### src/rtl/uart_tx_pkg.sv
// Shared definitions for the UART transmitter: FSM state encoding, parity
// constants and the prescale decoding used by both the FSM and the bit timer.
package uart_tx_pkg;

    typedef enum logic [2:0] {
        IDLE   = 3'd0,
        START  = 3'd1,
        DATA   = 3'd2,
        PARITY = 3'd3,
        STOP   = 3'd4
    } txState_t;

    localparam logic EVEN = 1'b0;
    localparam logic ODD  = 1'b1;

    localparam int PRESCALE_W = 5;
    localparam int EDGE_W     = PRESCALE_W + 1;

    // A prescale of zero selects the longest bit period, 32 clocks.
    function automatic logic [EDGE_W-1:0] bitCycles(input logic [PRESCALE_W-1:0] prescale);
        logic [EDGE_W-1:0] cycles;
        if (prescale == '0) begin
            cycles = EDGE_W'(32);
        end else begin
            cycles = {1'b0, prescale};
        end
        return cycles;
    endfunction

endpackage

### src/rtl/uart_tx_bit_timer.sv
// Bit timing for the UART transmitter: an edge counter that divides each bit
// into i_bitCycles clocks and a data-bit counter active only in the DATA state.
module tx_bit_timer
    import uart_tx_pkg::*;
#(
    parameter int width = 8
)
(
    input  logic              CLK,
    input  logic              Reset,
    input  logic              i_run,
    input  logic              i_inData,
    input  logic [EDGE_W-1:0] i_bitCycles,
    output logic              o_bitDone,
    output logic              o_lastBit
);

    localparam int BIT_W = (width > 1) ? $clog2(width) : 1;

    logic [EDGE_W-1:0] r_edgeCnt;
    logic [BIT_W-1:0]  r_bitCnt;
    logic [EDGE_W-1:0] w_lastEdge;

    assign w_lastEdge = i_bitCycles - EDGE_W'(1);
    assign o_bitDone  = i_run && (r_edgeCnt == w_lastEdge);
    assign o_lastBit  = i_inData && (r_bitCnt == BIT_W'(width - 1));

    // Both counters sit at zero whenever their qualifying state is not active.
    always_ff @(posedge CLK or posedge Reset) begin
        if (Reset) begin
            r_edgeCnt <= '0;
        end else if (!i_run || o_bitDone) begin
            r_edgeCnt <= '0;
        end else begin
            r_edgeCnt <= r_edgeCnt + EDGE_W'(1);
        end
    end

    always_ff @(posedge CLK or posedge Reset) begin
        if (Reset) begin
            r_bitCnt <= '0;
        end else if (!i_inData) begin
            r_bitCnt <= '0;
        end else if (o_bitDone) begin
            r_bitCnt <= o_lastBit ? '0 : r_bitCnt + BIT_W'(1);
        end
    end

endmodule

### src/rtl/uart_tx.sv
// UART transmitter: start bit, LSB-first data, optional parity, one stop bit,
// with all frame parameters captured when a request is accepted.
module uart_tx
    import uart_tx_pkg::*;
#(
    parameter int width = 8
)
(
    input  logic                  CLK,
    input  logic                  Reset,
    input  logic [width-1:0]      P_Data,
    input  logic                  Data_valid,
    input  logic                  Parity_EN,
    input  logic                  Parity_type,
    input  logic [PRESCALE_W-1:0] Prescale,
    output logic                  S_Data,
    output logic                  Busy
);

    txState_t          r_state;
    txState_t          w_nextState;
    logic [width-1:0]  r_data;
    logic [width-1:0]  r_shift;
    logic [width-1:0]  w_shiftNext;
    logic              r_parEn;
    logic              r_parType;
    logic [EDGE_W-1:0] r_bitCycles;
    logic              r_sData;
    logic              r_busy;
    logic              w_accept;
    logic              w_bitDone;
    logic              w_lastBit;
    logic              w_parityBit;
    logic              w_sDataNext;

    assign w_accept    = (r_state == IDLE) && !r_busy && Data_valid;
    assign w_parityBit = (^r_data) ^ (r_parType == ODD);
    assign S_Data      = r_sData;
    assign Busy        = r_busy;

    tx_bit_timer #(
        .width(width)
    ) u_bitTimer (
        .CLK        (CLK),
        .Reset      (Reset),
        .i_run      (r_state != IDLE),
        .i_inData   (r_state == DATA),
        .i_bitCycles(r_bitCycles),
        .o_bitDone  (w_bitDone),
        .o_lastBit  (w_lastBit)
    );

    always_ff @(posedge CLK or posedge Reset) begin
        if (Reset) begin
            r_state <= IDLE;
        end else begin
            r_state <= w_nextState;
        end
    end

    always_comb begin
        w_nextState = r_state;
        case (r_state)
            IDLE: begin
                if (w_accept) begin
                    w_nextState = START;
                end
            end
            START: begin
                if (w_bitDone) begin
                    w_nextState = DATA;
                end
            end
            DATA: begin
                if (w_bitDone && w_lastBit) begin
                    w_nextState = r_parEn ? PARITY : STOP;
                end
            end
            PARITY: begin
                if (w_bitDone) begin
                    w_nextState = STOP;
                end
            end
            STOP: begin
                if (w_bitDone) begin
                    w_nextState = IDLE;
                end
            end
            default: begin
                w_nextState = IDLE;
            end
        endcase
    end

    // The untouched copy in r_data feeds the parity generator; r_shift is consumed.
    always_ff @(posedge CLK or posedge Reset) begin
        if (Reset) begin
            r_data      <= '0;
            r_parEn     <= 1'b0;
            r_parType   <= EVEN;
            r_bitCycles <= '0;
        end else if (w_accept) begin
            r_data      <= P_Data;
            r_parEn     <= Parity_EN;
            r_parType   <= Parity_type;
            r_bitCycles <= bitCycles(Prescale);
        end
    end

    always_comb begin
        w_shiftNext = r_shift;
        if (w_accept) begin
            w_shiftNext = P_Data;
        end else if ((r_state == DATA) && w_bitDone) begin
            w_shiftNext = r_shift >> 1;
        end
    end

    always_ff @(posedge CLK or posedge Reset) begin
        if (Reset) begin
            r_shift <= '0;
        end else begin
            r_shift <= w_shiftNext;
        end
    end

    // Output mux looks ahead one state so the serial line itself can be registered.
    always_comb begin
        w_sDataNext = 1'b1;
        case (w_nextState)
            IDLE:    w_sDataNext = 1'b1;
            START:   w_sDataNext = 1'b0;
            DATA:    w_sDataNext = w_shiftNext[0];
            PARITY:  w_sDataNext = w_parityBit;
            STOP:    w_sDataNext = 1'b1;
            default: w_sDataNext = 1'b1;
        endcase
    end

    always_ff @(posedge CLK or posedge Reset) begin
        if (Reset) begin
            r_sData <= 1'b1;
            r_busy  <= 1'b0;
        end else begin
            r_sData <= w_sDataNext;
            r_busy  <= (w_nextState != IDLE);
        end
    end

endmodule

### config.mk
export PLATFORM = sky130hd
export DESIGN_NAME = uart_tx
export DESIGN_NICKNAME = d
export VERILOG_FILES = /design/src/rtl/uart_tx_pkg.sv /design/src/rtl/uart_tx_bit_timer.sv /design/src/rtl/uart_tx.sv
export SDC_FILE = /design/constraint.sdc
export NUM_CORES = 1
export LEC_CHECK = 0
export BUFFER_PORTS_ARGS = -buffer_cell sky130_fd_sc_hd__buf_2
export CAP_MARGIN = 20
export CORE_ASPECT_RATIO = 1.4
export CORE_MARGIN = 3
export CORE_UTILIZATION = 62
export DETAILED_ROUTE_END_ITERATION = 6
export HOLD_SLACK_MARGIN = 0.12
export PLACE_DENSITY = 0.83
export SKIP_CTS_REPAIR_TIMING = 1
export SYNTH_ARGS = -nofsm -noshare
export SYNTH_HDL_FRONTEND = slang
export SYNTH_SLANG_ARGS = --single-unit
### constraint.sdc
create_clock -name CLK -period 3.1 [get_ports CLK]
set_input_delay 0.31 -clock CLK [delete_from_list [all_inputs] [get_ports CLK]]
set_output_delay 0.31 -clock CLK [all_outputs]
set_load 0.01 [all_outputs]
Word level (Yosys, flattened, before mapping)
Index checks and enable logic that the tools add are counted.
- output and inout port bits: 2
- register bits after elaboration: 38
- logic and storage cells: 55
- input bits: 18
- $add $sub $neg: 3
- reductions and logical operators: 15
- muxes and demuxes: 15
- equality and inequality tests: 10
- bitwise operators: 1
- operators by type and width (kind ; count):
    two-way mux 3 bit ; 9
    two-way mux 8 bit ; 2
    one-hot mux 3 bit (5 select lines) ; 1
    equality test 3 x 2 -> 1 bit, second input constant ; 4
    two-way mux 6 bit ; 2
    parity 8 bit ; 1
    adder 6 x 1 -> 6 bit, second input constant ; 1
    equality test 3 x 1 -> 1 bit, second input constant ; 2
    equality test 3 bit, second input constant ; 2
    equality test 6 bit ; 1
    logical AND 1 bit ; 6
    nonzero test 3 bit ; 2
    subtractor 6 x 1 -> 6 bit, second input constant ; 1
    logical NOT 5 bit ; 1
    adder 3 x 1 -> 3 bit, second input constant ; 1
    logical NOT 3 bit ; 1
    one-hot mux 1 bit (3 select lines) ; 1
    logical NOT 1 bit ; 2
    != test 2 bit, second input constant ; 1
    nonzero test 2 bit ; 1
    logical OR 1 bit ; 1
    bitwise XOR 1 bit ; 1

Depth between registers and ports, before layout
- depth after elaboration: 8
- gate-level depth with buffers: 9
- gate-level depth less buffers: 9

Cells and area by module
From an unflattened synthesis, not the netlist that was laid out.
- cells, all modules: 190
- area, all modules: 1891.8 um^2
- modules (own cells, without submodules) (module ; cells an instance ; area each (um^2) ; sequential area each (um^2) ; times used):
    uart_tx ; 131 ; 1292.5 ; 726.9 ; 1
    tx_bit_timer ; 59 ; 599.3 ; 225.2 ; 1

Worst setup path after synthesis
OpenSTA, ideal clock, no wires.
- kind: reg2reg
- from: register r_bitCycles[0]
- to: register r_sData (netlist: S_Data)
- data required time: 3.039 ns
- buffers on the path: 0
- period minus slack after synthesis: 2.074 ns
- setup slack: 1.026 ns
- arrival: 2.013 ns
- library setup time: 0.061 ns
- stages on the path, launching flop included: 9
- path through: dfrtp_1 -> inv_1 -> ha_1 -> or3_4 -> a31o_4 -> o311ai_4 -> o41ai_4 -> a211oi_2 -> a31o_1
- cells in the longest elaborated chain, start to end: 8
- elaborated cells on any way between the ends: 16
- classes of those cells: 1 x add/sub; 4 x eq/ne; 8 x mux; 3 x reduce/logical
- RTL lines (element ; RTL line ; source):
    start: declaration ; uart_tx.sv:27 ; logic [EDGE_W-1:0] r_bitCycles;
    start signal: assignment ; uart_tx.sv:106 ; r_bitCycles <= bitCycles(Prescale);
    subtractor 6 x 1 -> 6 bit (*) ; uart_tx_bit_timer.sv:24 ; assign w_lastEdge = i_bitCycles - EDGE_W'(1);
    equality test 6 bit (*) ; uart_tx_bit_timer.sv:25 ; assign o_bitDone = i_run && (r_edgeCnt == w_lastEdge);
    logical AND 1 bit (*) ; uart_tx_bit_timer.sv:25 ;
    logical AND 1 bit ; uart_tx.sv:75 ; if (w_bitDone && w_lastBit) begin
    two-way mux 3 bit ; uart_tx.sv:75 ;
    one-hot mux 3 bit (5 select lines) (*) ; uart_tx.sv:63 ; case (r_state)
    via w_nextState[1] ; uart_tx.sv:21 ; txState_t w_nextState;
    equality test 3 x 2 -> 1 bit / equality test 3 x 1 -> 1 bit (equally long branches) ; uart_tx.sv:130 ; case (w_nextState)
    one-hot mux 1 bit (3 select lines) (*) ; uart_tx.sv:130 ;
    via w_sDataNext ; uart_tx.sv:34 ; logic w_sDataNext;
    end signal: assignment ; uart_tx.sv:145 ; r_sData <= w_sDataNext;
    end: declaration ; uart_tx.sv:28 ; logic r_sData;
Mark *: on every way through the listed nets, which the timed path passes. The rest lies on a longest branch. The select of a mux whose other input is x is not followed.
A chain may end at the register's enable or synchronous reset.

Final worst setup path
Ends and elaborated chain as after synthesis.

==> results.sh <==
export IMPL_p_total_mw=2.24
export IMPL_layoutNonFillerInstCount=250
export IMPL_critPathArrivalTime_ps=2480
export IMPL_first_global_vias=1466
export IMPL_antenna_found_initial=0
export IMPL_synth_common_cells="nand2_1 (43), dfrtp_1 (37), xnor2_1 (14)"
export IMPL_wl_um=3720
export IMPL_grt_max_degree=27
export IMPL_die_h_um=71.8
export IMPL_insertion_delay_ps=290
export IMPL_layout_worst_path_cycle_share=0.726
export IMPL_dr_wl_met2_um=2030
export IMPL_timing_rr_start="r_bitCycles[0]"
export IMPL_grt_pass1_wl_um=6440
export IMPL_grt_total_usage=0.237
export IMPL_worst_setup_path_end_kind="register"
export IMPL_worstSetupPathType="register to register"
export IMPL_cp_cell_sequence="inv_1 -> ha_1 -> or3_4 -> a31oi_4 -> nand2_4 -> o41ai_4 -> a211oi_2 -> a31o_1"
export IMPL_syn_to_final_growth_pct=12.1
export IMPL_top_layer_used="met4"
export IMPL_yosys_area_top_type="dfrtp_1"
export IMPL_synthDistinctLibCells=39
export IMPL_period_minus_slack_ps=2250
export IMPL_path_clk_slew_ps=70
export IMPL_num_vias=1404
export IMPL_synth_edff_count=0
export IMPL_synthTopCellsByArea="dfrtp_1 (48%), nand2_1 (8.4%), xnor2_1 (6.4%), mux2i_1 (4.2%), ha_1 (2.6%)"
export IMPL_drt_iter0_drc=35
export IMPL_slew_viol_final=0
export IMPL_synth_area_sq_mm=0.00192
export IMPL_ir_worst_vdd_v=0.000696
export IMPL_portBuffers=19
export IMPL_gp_congestion=0.823
export IMPL_r2r_slack_ps=850
export IMPL_timing_setup_tns_ps=0
export IMPL_die_x_um=53.0
export IMPL_wl_met3_um=115
export IMPL_ys_warn_count=0
export IMPL_syn_area_per_cell_sq_um=10.2
export IMPL_finClkSkew_ps=4.09
export IMPL_drive_gt1_frac=0.183
export IMPL_status="complete, no violations"
export IMPL_syn_inst=188
export IMPL_timing_fmax_ghz=0.444
export IMPL_cp_required_ps=3330
export IMPL_ys_flop_type="dfrtp_1"
export IMPL_netlist_area_leader_share=0.483
export IMPL_drc=0
export IMPL_synth_most_common_cell="nand2_1"
export IMPL_cts_tree="done"
export IMPL_ant_nets=0
export IMPL_syn_nets=210
export IMPL_critPathSlowestCell="or3_4"
export IMPL_pin_count=20
export IMPL_hold_violations=0
export IMPL_startpoint_type="register"
export IMPL_drt_met1_wl_um=1460
export IMPL_worstMarginPinSlew_ps=706
export IMPL_yosysSeqAreaShare=0.497
export IMPL_p_leak_nw=1.07
export IMPL_finalSetupViolations=0
export IMPL_crit_path_max_fanout=10
export IMPL_numCtsBuffers=5
export IMPL_max_slew_margin_rel=0.529
export IMPL_placed_cells=242
export IMPL_rsz0062_at_grt="false"
export IMPL_ys_seq_elements=38
export IMPL_routedWlPerCell_um=14.9
export IMPL_root_buffer="clkbuf_8"
export IMPL_h_tree_depth=2
export IMPL_critPathMaxStageDelay_ps=430
export IMPL_coreArea_sq_mm=0.00291
export IMPL_maxCapViolCount=0
export IMPL_powerDensity_mw_per_mm2=1040
export IMPL_design_die_area_sq_mm=0.00380
export IMPL_nFillCells=211
export IMPL_initial_core_util=0.659
export IMPL_floorplan_rows=23
export IMPL_grt_overflow=0
export IMPL_hpwl_um=2780
export IMPL_whs_ps=121
export IMPL_async_flop_share=1.00
export IMPL_drt_first_pass_iters=4
export IMPL_viasPerCell=5.62
export IMPL_nets=234
export IMPL_hold_path_class="input port to async pin"
export IMPL_clk_path_buf_depth=2
export IMPL_antenna_cells=0
export IMPL_setup_worst_path_start="r_bitCycles[0]"
export IMPL_clock_sinks=38
==> worst max-delay path, delay by kind of cell (launching register included) <==
kind	cells	cell delay, ps
DFF	1	390
buffers and inverters	1	70
and+or+nand+nor	2	580
AOI/OAI and AO/OA	4	910
adders and majority gates	1	230
==> logic make-up after synthesis <==
family / share of synthesized area
and+or+nand+nor: 0.195
buffers and inverters: 0.0255
DFF: 0.497
muxes: 0.0418
xor gates and xnor gates: 0.0823
AOI/OAI and AO/OA: 0.133
adders and majority gates: 0.0261
==> power by group <==
part	total (mW)	internal (mW)	switching, mW
Sequential	0.860	0.696	0.164
Clock	0.351	0.179	0.172
Combinational	1.03	0.456	0.575
==> per-layer routing <==
| layer | vias to the layer above | track usage |
|---|---|---|
| li1 | 688 | - |
| met1 | 678 | 0.267 |
| met2 | 29 | 0.398 |
| met3 | 9 | 0.0520 |
| met4 | 0 | 0.139 |
| met5 | - | 0 |
==> layout by cell type, fill, tap and decap left out, types with 2 or more instances in the layout <==
cell      count
a21oi_1       5
and3_1        2
buf_2        19
buf_4         2
clkbuf_8      6
dfrtp_1      37
ha_1          4
inv_1         9
mux2i_1       8
nand2_1      43
nand3_1       7
nor2_1       11
nor2b_1       2
o211ai_1      3
o21ai_0      10
o21ai_1       2
xnor2_1      14
xor2_1        4
==> cell type report <==
type / count / area, sq um / share of cell area
flip-flops and latches: 38 / 952 / 0.443
multi-input cells: 137 / 915 / 0.426
repair buffers: 21 / 110 / 0.0513
clock buffers: 7 / 86.3 / 0.0402
well taps: 37 / 46.3 / 0.0215
inverters: 9 / 33.8 / 0.0157
clock inverters: 1 / 5.00 / 0.00233
==> final timing paths <==
| kind | endpoint | depth (start not counted) |
|---|---|---|
| min in group CLK | r_bitCycles[5] | 2 |
| setup / recovery | S_Data | 8 |
| hold reg to reg | r_data[2] | 2 |
| hold / removal | r_state[1] | 2 |
| max in group asynchronous | u_bitTimer.r_edgeCnt[1] | 3 |
| setup reg to reg | S_Data | 8 |
==> flip-flops by register name (all words and copies together) (netlist names) <==
name / cells
r_parType: 1
r_state: 3
r_shift: 8
Busy: 1
r_data: 8
r_bitCycles: 6
u_bitTimer.r_edgeCnt: 6
u_bitTimer.r_bitCnt: 3
S_Data: 1
r_parEn: 1
==> stage by stage <==
| stage | area [sq um] | setup slack (ps) | util |
|---|---|---|---|
| finish | 2150 | 849 | 0.739 |
| CTS | 2150 | 849 | 0.739 |
| global route | 2150 | 711 | 0.739 |
| detailed placement | 2060 | 868 | 0.708 |
| floorplan | 1920 | 1030 | - |
| global placement | 2060 | 971 | 0.708 |
Power figures use the tool's default switching activity.
